[src/rtl/hazard_ctrl.sv]
// Hazard and sequencing controller for the 5-stage core: load-use stalls, branch
// redirect flushes, data-memory waits, plus saturating stall/flush statistics.
module hazard_ctrl #(
    parameter int FLUSH_CYCLES = 2,
    parameter int MEM_TIMEOUT  = 64,
    parameter int CNT_W        = 16
) (
    input  logic             clk,
    input  logic             reset,
    input  logic [4:0]       id_rs1,
    input  logic [4:0]       id_rs2,
    input  logic             id_use_rs1,
    input  logic             id_use_rs2,
    input  logic [4:0]       ex_rd,
    input  logic             ex_mem_read,
    input  logic             branch_taken,
    input  logic             dmem_busy,
    output logic             pc_en,
    output logic             if_id_busy,
    output logic             if_id_flush,
    output logic             id_ex_hold,
    output logic             id_ex_bubble,
    output logic             ex_mem_hold,
    output logic [1:0]       state,
    output logic [CNT_W-1:0] stall_count,
    output logic [CNT_W-1:0] flush_count,
    output logic             mem_timeout
);

    typedef enum logic [1:0] {
        RUN      = 2'd0,
        MEM_WAIT = 2'd1,
        FLUSH    = 2'd2
    } state_t;

    state_t      state_q, state_d;
    logic [3:0]  rem_q, rem_d;
    logic [7:0]  wait_cnt;
    logic        load_use;

    assign state = state_q;

    assign load_use = ex_mem_read && (ex_rd != 5'd0) &&
                      ((id_use_rs1 && (id_rs1 == ex_rd)) ||
                       (id_use_rs2 && (id_rs2 == ex_rd)));

    always_comb begin
        pc_en        = 1'b0;
        if_id_busy   = 1'b0;
        if_id_flush  = 1'b0;
        id_ex_hold   = 1'b0;
        id_ex_bubble = 1'b0;
        ex_mem_hold  = 1'b0;
        state_d      = state_q;
        rem_d        = rem_q;
        if (reset) begin
            state_d = RUN;
            rem_d   = 4'd0;
        end else if (dmem_busy) begin
            // Whole pipeline freezes; a pending branch stays in EX until memory completes.
            if_id_busy  = 1'b1;
            id_ex_hold  = 1'b1;
            ex_mem_hold = 1'b1;
            case (state_q)
                RUN, MEM_WAIT: state_d = MEM_WAIT;
                FLUSH:         state_d = FLUSH;
                default:       state_d = RUN;
            endcase
        end else if (state_q == FLUSH) begin
            pc_en        = 1'b1;
            if_id_flush  = 1'b1;
            id_ex_bubble = 1'b1;
            if (rem_q <= 4'd1) begin
                state_d = RUN;
                rem_d   = 4'd0;
            end else begin
                rem_d = rem_q - 4'd1;
            end
        end else begin
            // RUN, MEM_WAIT (memory just completed) and the illegal encoding all decode as RUN.
            state_d = RUN;
            if (branch_taken) begin
                pc_en        = 1'b1;
                if_id_flush  = 1'b1;
                id_ex_bubble = 1'b1;
                if (FLUSH_CYCLES > 1) begin
                    state_d = FLUSH;
                    rem_d   = 4'(FLUSH_CYCLES - 1);
                end
            end else if (load_use) begin
                if_id_busy   = 1'b1;
                id_ex_bubble = 1'b1;
            end else begin
                pc_en = 1'b1;
            end
        end
    end

    always_ff @(posedge clk or posedge reset) begin
        if (reset) begin
            state_q     <= RUN;
            rem_q       <= 4'd0;
            wait_cnt    <= 8'd0;
            stall_count <= '0;
            flush_count <= '0;
            mem_timeout <= 1'b0;
        end else begin
            state_q <= state_d;
            rem_q   <= rem_d;
            if (dmem_busy) begin
                if (wait_cnt != 8'hFF) wait_cnt <= wait_cnt + 8'd1;
                if (wait_cnt == 8'(MEM_TIMEOUT - 1)) mem_timeout <= 1'b1;
            end else begin
                wait_cnt <= 8'd0;
            end
            if (!pc_en && (stall_count != '1)) stall_count <= stall_count + CNT_W'(1);
            if (if_id_flush && (flush_count != '1)) flush_count <= flush_count + CNT_W'(1);
        end
    end

endmodule

[config.mk]
export PLATFORM = sky130hd
export DESIGN_NAME = hazard_ctrl
export DESIGN_NICKNAME = d
export VERILOG_FILES = /design/src/rtl/hazard_ctrl.sv
export SDC_FILE = /design/constraint.sdc
export NUM_CORES = 1
export LEC_CHECK = 0
export CAP_MARGIN = 20
export CORE_MARGIN = 2
export CORE_UTILIZATION = 49
export CTS_CLUSTER_DIAMETER = 150
export CTS_CLUSTER_SIZE = 20
export DETAILED_ROUTE_END_ITERATION = 16
export GPL_TIMING_DRIVEN = 0
export PLACE_DENSITY_LB_ADDON = 0.05
export SYNTH_ARGS = -nofsm -noshare
export SYNTH_HDL_FRONTEND = slang
export SYNTH_SLANG_ARGS = --single-unit
[constraint.sdc]
create_clock -name clk -period 3.05 [get_ports clk]
set_clock_uncertainty 0.2 [all_clocks]
set_input_delay 0.4575 -clock clk [delete_from_list [all_inputs] [get_ports clk]]
set_output_delay 0.4575 -clock clk [all_outputs]
set_load 0.01 [all_outputs]
# Word-level counts from Yosys, hierarchy flattened
# Cells that the tools add are included.
op_classes:
  n_addsub: 4
  n_mul: 0
  div_mod_pow: 0
  magnitude_cmp: 1
  eq_ne: 11
  shift: 0
  muxes: 33
  bitwise_logic: 0
  n_reduce_logical: 14
ops:
  columns: ["op", "count"]
  rows:
  - ["adder 16 x 1 -> 16 bit, second input constant", 2]
  - ["!= test 16 bit, second input constant", 2]
  - ["two-way mux 1 bit", 20]
  - ["two-way mux 4 bit", 5]
  - ["two-way mux 8 bit", 2]
  - ["equality test 5 bit", 2]
  - ["two-way mux 2 bit", 5]
  - ["adder 8 x 1 -> 8 bit, second input constant", 1]
  - ["equality test 8 x 6 -> 1 bit, second input constant", 1]
  - ["!= test 8 bit, second input constant", 1]
  - ["logical AND 1 bit", 6]
  - ["nonzero test 5 bit", 1]
  - ["<= comparator 4 x 1 -> 1 bit, second input constant", 1]
  - ["!= test 4 x 3 -> 1 bit, second input constant", 1]
  - ["case mux 2 bit (2 select lines)", 1]
  - ["AND reduction 2 bit", 2]
  - ["subtractor 4 x 1 -> 4 bit, second input constant", 1]
  - ["nonzero test 3 bit", 1]
  - ["equality test 2 x 1 -> 1 bit, second input constant", 1]
  - ["equality test 2 bit, second input constant", 1]
  - ["zero test 2 bit", 1]
  - ["!= test 2 x 1 -> 1 bit, second input constant", 1]
  - ["!= test 2 bit, second input constant", 1]
  - ["OR reduction 2 bit", 1]
  - ["other kinds (2)", 2]
totals:
  reg_bits: 47
  latchBits: 0
  ramBits: 0
  romBits: 0
  n_memories: 0

# Longest topological paths before layout
# Gate-level depths: netlist (run 1).
logic_depth:
  word_depth: 11
  mapped_depth: 7
  depth_no_buf: 7

# Worst setup path after synthesis (run 1)
# Ideal clock, no wire load.
synth_path:
  path_kind: "input port to output port"
  from: "input reset"
  to: "output id_ex_hold"
  arrival_ps: 1951
  path_slack_ps: 441
  cell_stages: 4
  path_buffers: 1
  cell_sequence: "inv_1 -> nand2_1 -> inv_1 -> buf_4"
synth_between:
  elab_chain_cells: 1
synth_lines:
  columns: ["element", "line_no", "text"]
  rows:
  - ["start, declared", "9", "input logic reset,"]
  - ["two-way mux 1 bit", null, null]
  - ["end, declared", "21", "output logic id_ex_hold,"]
# No other way between the ends.

# Final worst setup path (run 1)
layout_path:
  from: "input ex_rd[1]"
  to: "output pc_en"
layout_between:
  elab_chain_cells: 9
  elab_cells_between_ends: 13
layout_lines:
  columns: ["element", "line_no", "text"]
  rows:
  - ["start, declared", "14", "input logic [4:0] ex_rd,"]
  - ["equality test 5 bit, on equally long branches", "44, 45", null]
  - ["logical AND 1 bit, on equally long branches", "44, 45", null]
  - ["logical OR 1 bit", "44", "((id_use_rs1 && (id_rs1 == ex_rd)) ||"]
  - ["logical AND 1 bit (*)", "43", "assign load_use = ex_mem_read && (ex_rd != 5'd0) &&"]
  - ["two-way mux 1 bit (*)", "90", "end else if (load_use) begin"]
  - ["two-way mux 1 bit (*)", "82", "if (branch_taken) begin"]
  - ["two-way mux 1 bit (*)", "69", "end else if (state_q == FLUSH) begin"]
  - ["two-way mux 1 bit (*)", "59", "end else if (dmem_busy) begin"]
  - ["two-way mux 1 bit (*)", "56", "if (reset) begin"]
  - ["end, declared", "18", "output logic pc_en,"]
# Mark *: on every way between the ends. The rest lies on a longest branch, timed or not.

==> results of run 1 <==
layer usage:
metal  routed length (um)  vias up  GRT usage (%)
met3                  265        6           5.28
li1                     -      992              -
met2                 2180       52           30.7
met4                   82        0           7.94
met5                    0        -              0
met1                 2320      910           27.2
flip-flops by register name, indices dropped and copies added (netlist names):
register     cells
rem_q            4
wait_cnt         8
state            2
flush_count     16
mem_timeout      1
stall_count     16
stage by stage:
stage / setup WS, ns / instance area [sq um] / utilization, % / setup TNS, ns
floorplan: 0.441 / 2430 / - / 0
global placement: -1.10 / 3120 / 65.7 / -3.03
detailed placement: -0.554 / 3140 / 66.1 / -0.740
CTS: 0.00336 / 3280 / 68.9 / 0
global route: 0.101 / 3300 / 69.3 / 0
finish: 0.192 / 3300 / 69.3 / 0
how the worst max path moves through the flow:
stage / end / cells past startpoint
4_1_cts: id_ex_hold / 7
5_1_grt: pc_en / 7
2_1_floorplan: id_ex_hold / 4
6_report: pc_en / 7
3_5_place_dp: pc_en / 7
3_3_place_gp: id_ex_hold / 6
cell type report:
cell class / count / area, sq um / share of cell area, %
repair buffers: 65 / 657 / 19.9
inverters: 15 / 61.3 / 1.86
well taps: 67 / 83.8 / 2.54
multi-input cells: 181 / 1170 / 35.5
flip-flops and latches: 47 / 1180 / 35.7
clock inverters: 2 / 35.0 / 1.06
plain buffers: 5 / 31.3 / 0.949
clock buffers: 6 / 82.6 / 2.50
repair_timing:
| item | CTS | global route |
|---|---|---|
| endpoints found under the setup margin | 4 | 4 |
| hold endpoints to repair | 0 | 12 |
| hold buffers | 0 | 1 |
| setup buffers | 2 | 0 |
| resized for setup | 7 | 5 |
| pin swaps | 2 | 1 |
placed cells by master (no fill, tap or decap), drive strengths merged, types with 5 or more instances in the layout:
| cell type | netlist | routed |
|---|---|---|
| a21oi | 6 | 6 |
| and3 | 5 | 5 |
| buf | 4 | 7 |
| clkbuf | 1 | 7 |
| clkdlybuf4s50 | 0 | 53 |
| dfrtp | 47 | 47 |
| dlygate4sd2 | 0 | 5 |
| ha | 5 | 5 |
| inv | 15 | 14 |
| nand2 | 19 | 19 |
| nand3 | 13 | 13 |
| nand4 | 12 | 12 |
| nor2 | 24 | 24 |
| nor3 | 15 | 15 |
| nor4 | 5 | 5 |
| o21ai | 13 | 13 |
| xnor2 | 18 | 18 |
| xor2 | 24 | 24 |
cell families (layout without fill, tap and decap cells):
family	Yosys count	count (layout)	synth area share, %
adders and majority gates	5	5	2.58
buffers and inverters	20	93	3.61
AOI/OAI and AO/OA	24	24	6.34
muxes	4	4	1.86
xor gates and xnor gates	42	42	15.2
DFF	47	47	48.5
and+or+nand+nor	106	106	22.0
critical path: cells and delay by family:
kind                   cells  cell delay [ns]
AO/OA/AOI/OAI              2             0.44
AND/OR/NAND/NOR            1             0.52
buffers and inverters      4             0.78
power breakdown:
| group | switching (uW) | internal, uW | leakage, uW |
|---|---|---|---|
| clock | 207 | 265 | 0.0000612 |
| combinational | 257 | 370 | 0.000804 |
| sequential | 156 | 751 | 0.000577 |
==> key figures, run 1 <==
Synthesis
  – Top_reg_cell synth: dfrtp_1
  – Mapped Avg Cell Area: 9.79 sq um
  – Synth cell types: 36
  – FFs w/ async S/R, synth: 100%
  – Dominant cell type by area after synthesis: dfrtp_1
  – Most frequent cell after synthesis: dfrtp_1
  – #FFs+latches synth: 47
  – Synth Warn #: 0
  – Net Count, Synth: approximately 280
  – Cell Area, Synth: around 2400 sq um
  – Largest cells by area after synthesis: dfrtp_1 (48%), xor2_1 (8.7%), xnor2_1 (6.5%)
  – Sequential element share of the synthesized area: between 40 and 50%
  – Cells after Synth: approximately 250
  – Post-synth EDFFs: 0
  – Share of the synthesized area in the top cell type: about half
  – Synth top cells by count: dfrtp_1 (47), xor2_1 (24), nor2_1 (23)

Global route
  – First-pass GRT wire length: about 8500 um
  – Vias in the first global route: 1,855
  – GRT overflow: 0
  – All-layer global routing usage: about a fifth
  – Antenna violations before repair: 0
  – Pin count of the biggest net entering global routing: 37

Floorplan
  – Initial Utilization: 51.1%
  – Chip width: about 74 um
  – Row cnt: 25
  – Die height: 74.4 um
  – Core area: around 4800 sq um
  – Die ar.: 5530 sq um
  – Top Ports: between 60 and 70

CTS
  – Clk Tree Root Cell: clkbuf_8
  – Htree depth: 2
  – Clock Latency Late Sink: around 0.3 ns
  – Clock buffer depth: 2
  – Total CTS buffers: 5
  – Reg clk slew, reported paths: about 0.090 ns
  – Clk sinks: 47
  – CTS tree: done

STA
  – Fmax: 0.350 GHz
  – Period utilisation layout: between 90% and 100%
  – Slew headroom: a little over three fifths
  – RSZ-0062 raised after global routing: no
  – Slew @ Worst Pin: about 0.56 ns
  – Setup-failing EPs final: 0
  – Pins Over Slew Limit: 0
  – Final min period: about 2.9 ns
  – Hold Vio Cnt, Final: 0
  – Final hold slack: about 0.11 ns

Layout
  – # diodes: 0
  – Post-Layout Cell Count: roughly 390
  – Layout area overhead: 35.8%
  – Filler cells: about 400
  – Final #Nets: between 300 and 400
  – Share of cells above drive strength 1: 7.17%

Critical path
  – Setup crit end kind: output port
  – Cell mode on critical path: dlygate4sd2_1
  – WP data required: ~2.4 ns
  – Worst Setup SP: ex_rd[1]
  – Reg-to-reg endpoint: stall_count[6]
  – Crit start category: input pin
  – CP Max Fanout: 3
  – Reg2reg path depth: 7
  – Slowest cell on crit path: or4_1
  – Largest stage delay on the critical path: 0.52 ns
  – Crit Path Class: input pin to output port
  – RR Startpoint: stall_count[6]
  – CP Cell Sequence: dlygate4sd2_1 > or4_1 > o21ai_1 > inv_1 > a311oi_4 > buf_6 > dlygate4sd2_1
  – R2R setup slack: ~0.70 ns
  – CP arrival: about 2.2 ns

Route
  – Post-route ant nets: 0
  – Wire per inst: approximately 13 um
  – First-pass DRT Iterations: 4
  – Vias: ~2,000
  – Vias per std cell: around 5.1
  – Drt drc: 0
  – Iter 0 DRT Violations: 87
  – WL final: 4850 um

Status
  – Outcome: complete, no violations

Flow run
  – Max_cap viols: 0

Place
  – RD Place Congestion: 0.810
  – Hpwl dp: about 3700 um
  – Placed Instances: 377
  – I/O Buffers: 61

Hold path
  – Hold crit path type: input pin to async pin

Power and ir drop
  – Design Power: between 2000 and 2500 uW
  – Leakage: 0.00144 uW
  – Peak VDD IR: ~0.00036 V
  – Pwr dens: 608 nW/um^2
No activity file was read; power rests on OpenSTA's default activity.
==> run 2, diff against run 1 <==
Settings changed: CORE_UTILIZATION 49 to 44.
Clock period 3.05 ns to 2.54 ns, I/O delays scaled along.
==> key figures, run 2 (synthesis results as in run 1) <==
Route
  – First-pass DRT Iterations: 4 (unchanged)
  – Wire per inst: 12.4 um (was 12.5 um)
  – Vias: 1,985 (was 1,960)
  – Iter 0 DRT Violations: 48 (was 87)
  – WL final: 4900 um (was 4850 um)
  – Vias per std cell: 5.03 (was 5.05)
  – Drt drc: 0 (unchanged)
  – Post-route ant nets: 0 (unchanged)

Place
  – RD Place Congestion: 0.787 (was 0.810)
  – Hpwl dp: 3660 um (was 3710 um)
  – Pre-CTS setup slack: -0.939 ns (was -0.554 ns)
  – I/O Buffers: 61 (unchanged)

CTS
  – Hold bufs inserted after CTS: 0 (unchanged)
  – CTS tree: done (unchanged)
  – Reg clk slew, reported paths: 0.08 ns (was 0.09 ns)
  – Clock Latency Late Sink: 0.29 ns (was 0.30 ns)
  – Clk Tree Root Cell: clkbuf_8 (unchanged)
  – Total CTS buffers: 5 (unchanged)
  – Clock buffer depth: 2 (unchanged)
  – Clk sinks: 47 (unchanged)
  – Htree depth: 2 (unchanged)

STA
  – Total negative slack: 0 ns (unchanged)
  – RSZ-0062 raised after global routing: no (unchanged)
  – Fmax: 0.408 GHz
  – Setup-failing EPs final: 0 (unchanged)
  – Slew @ Worst Pin: 0.508 ns (was 0.559 ns)
  – Final worst setup slack: 0.0875 ns (was 0.192 ns)
  – Final min period: ~2.5 ns
  – Slew headroom: 66.1% (was 62.6%)
  – Pins Over Slew Limit: 0 (unchanged)
  – Hold Vio Cnt, Final: 0 (unchanged)
  – Period utilisation layout: 96.6%

Critical path
  – CP Max Fanout: 3 (unchanged)
  – Setup crit end kind: output port (unchanged)
  – CP arrival: 1.87 ns (was 2.20 ns)
  – Crit start category: input pin (unchanged)
  – Crit Path Class: input pin to output port (unchanged)
  – WP data required: 1.96 ns (was 2.39 ns)

Floorplan
  – Die height: 78.3 um (was 74.4 um)
  – Row cnt: 27 (was 25)
  – Top Ports: 63 (unchanged)
  – Chip width: 78.3 um (was 74.4 um)
  – Initial Utilization: 44.9% (was 51.1%)
  – Die ar.: 6130 sq um (was 5530 sq um)
  – Core area: 5410 sq um (was 4750 sq um)

Flow run
  – Max_cap viols: 0 (unchanged)

Global route
  – Antenna violations before repair: 0 (unchanged)
  – First-pass GRT wire length: 8410 um (was 8510 um)
  – Vias in the first global route: 1,901 (was 1,855)
  – GRT overflow: 0 (unchanged)
  – Pin count of the biggest net entering global routing: 34 (was 37)
  – All-layer global routing usage: 17.0% (was 20.0%)

Layout
  – Layout area overhead: 34.5% (was 35.8%)
  – Commonest non-fill, non-tap cell in the layout: clkdlybuf4s50_1 (unchanged)
  – Share of cells above drive strength 1: 10.8% (was 7.17%)
  – Final #Nets: 349 (was 347)
  – Util after Layout: 60.4% (was 69.3%)
  – # diodes: 0 (unchanged)
  – Highest-count cells in the layout ignoring fill and taps: clkdlybuf4s50_1 (52), dfrtp_1 (47), xor2_1 (24), nor2_1 (23), nand2_1 (19) (was clkdlybuf4s50_1 (53), dfrtp_1 (47), xor2_1 (24), nor2_1 (23), nand2_1 (19))
  – Largest registers: flush_count: 16 flops, stall_count: 16 flops, wait_cnt: 8 flops (unchanged)
  – Filler cells: 508 (was 401)

Power and ir drop
  – Peak VDD IR: 0.000337 V (was 0.000359 V)
  – Leakage: 0.00140 uW (was 0.00144 uW)
  – Pwr dens: 698 nW/um^2 (was 608 nW/um^2)

Hold path
  – Hold crit path type: input pin to async pin (unchanged)

Status
  – Outcome: complete, no violations (unchanged)
[run 2: metrics by stage]
step	instance area, sq um	total power (uW)	instances	hold slack [ns]
2_1_floorplan	2430	1430	248	0.251
3_3_place_gp	3130	1850	381	0.255
3_5_place_dp	3150	1870	382	0.274
4_1_cts	3260	2300	394	0.158
5_1_grt	3260	2420	395	0.172
6_report	3260	2280	395	0.159
[run 2: final timing paths]
path,slack [ns],depth (start not counted),startpoint,to
max,0.09,7,ex_rd[4],pc_en
max in group asynchronous,1.78,3,reset,stall_count[7]
min in group clk,0.29,1,stall_count[8],stall_count[8]
min,0.16,3,reset,state[0]
min reg2reg,0.29,1,stall_count[8],stall_count[8]
max reg2reg,0.33,7,stall_count[6],stall_count[9]
[run 2: timing repair]
action | in CTS | in global routing
setup buffers | 4 | 1
pin swaps | 2 | 7
setup endpoints to repair | 17 | 13
gates resized for setup | 16 | 18
endpoints found under the hold margin | 0 | 0
[run 2: per-layer routing]
metal  vias up  track usage (%)  routed length (um)
li1        999                -                   -
met1       935             22.5                2360
met2        46             27.3                2240
met3         5             4.71                 241
met4         0             4.74                  55
met5         -                0                   0
[run 2: final cells by class]
class	count	area, sq um	share of cell area (%)
multi-input combinational	181	1190	36.3
sequential	47	1180	36.0
timing repair buffer	67	638	19.5
tap	72	90.1	2.76
clock buffer	7	76.3	2.34
inverter	15	61.3	1.88
buffer	5	31.3	0.958
clock inverter	1	5.00	0.153
[run 2: critical path: stages]
cell and delay [ns]:
dlygate4sd2_1 0.27, or4_4 0.42, o21ai_2 0.15, inv_2 0.07, a311oi_4 0.30, buf_6 0.14, buf_2 0.13
[run 2: report_power, final]
part	total, uW	switching (uW)	internal, uW	leakage, uW
logic	756	312	444	0.000779
clock network	429	236	193	0.0000422
registers	1090	192	902	0.000577
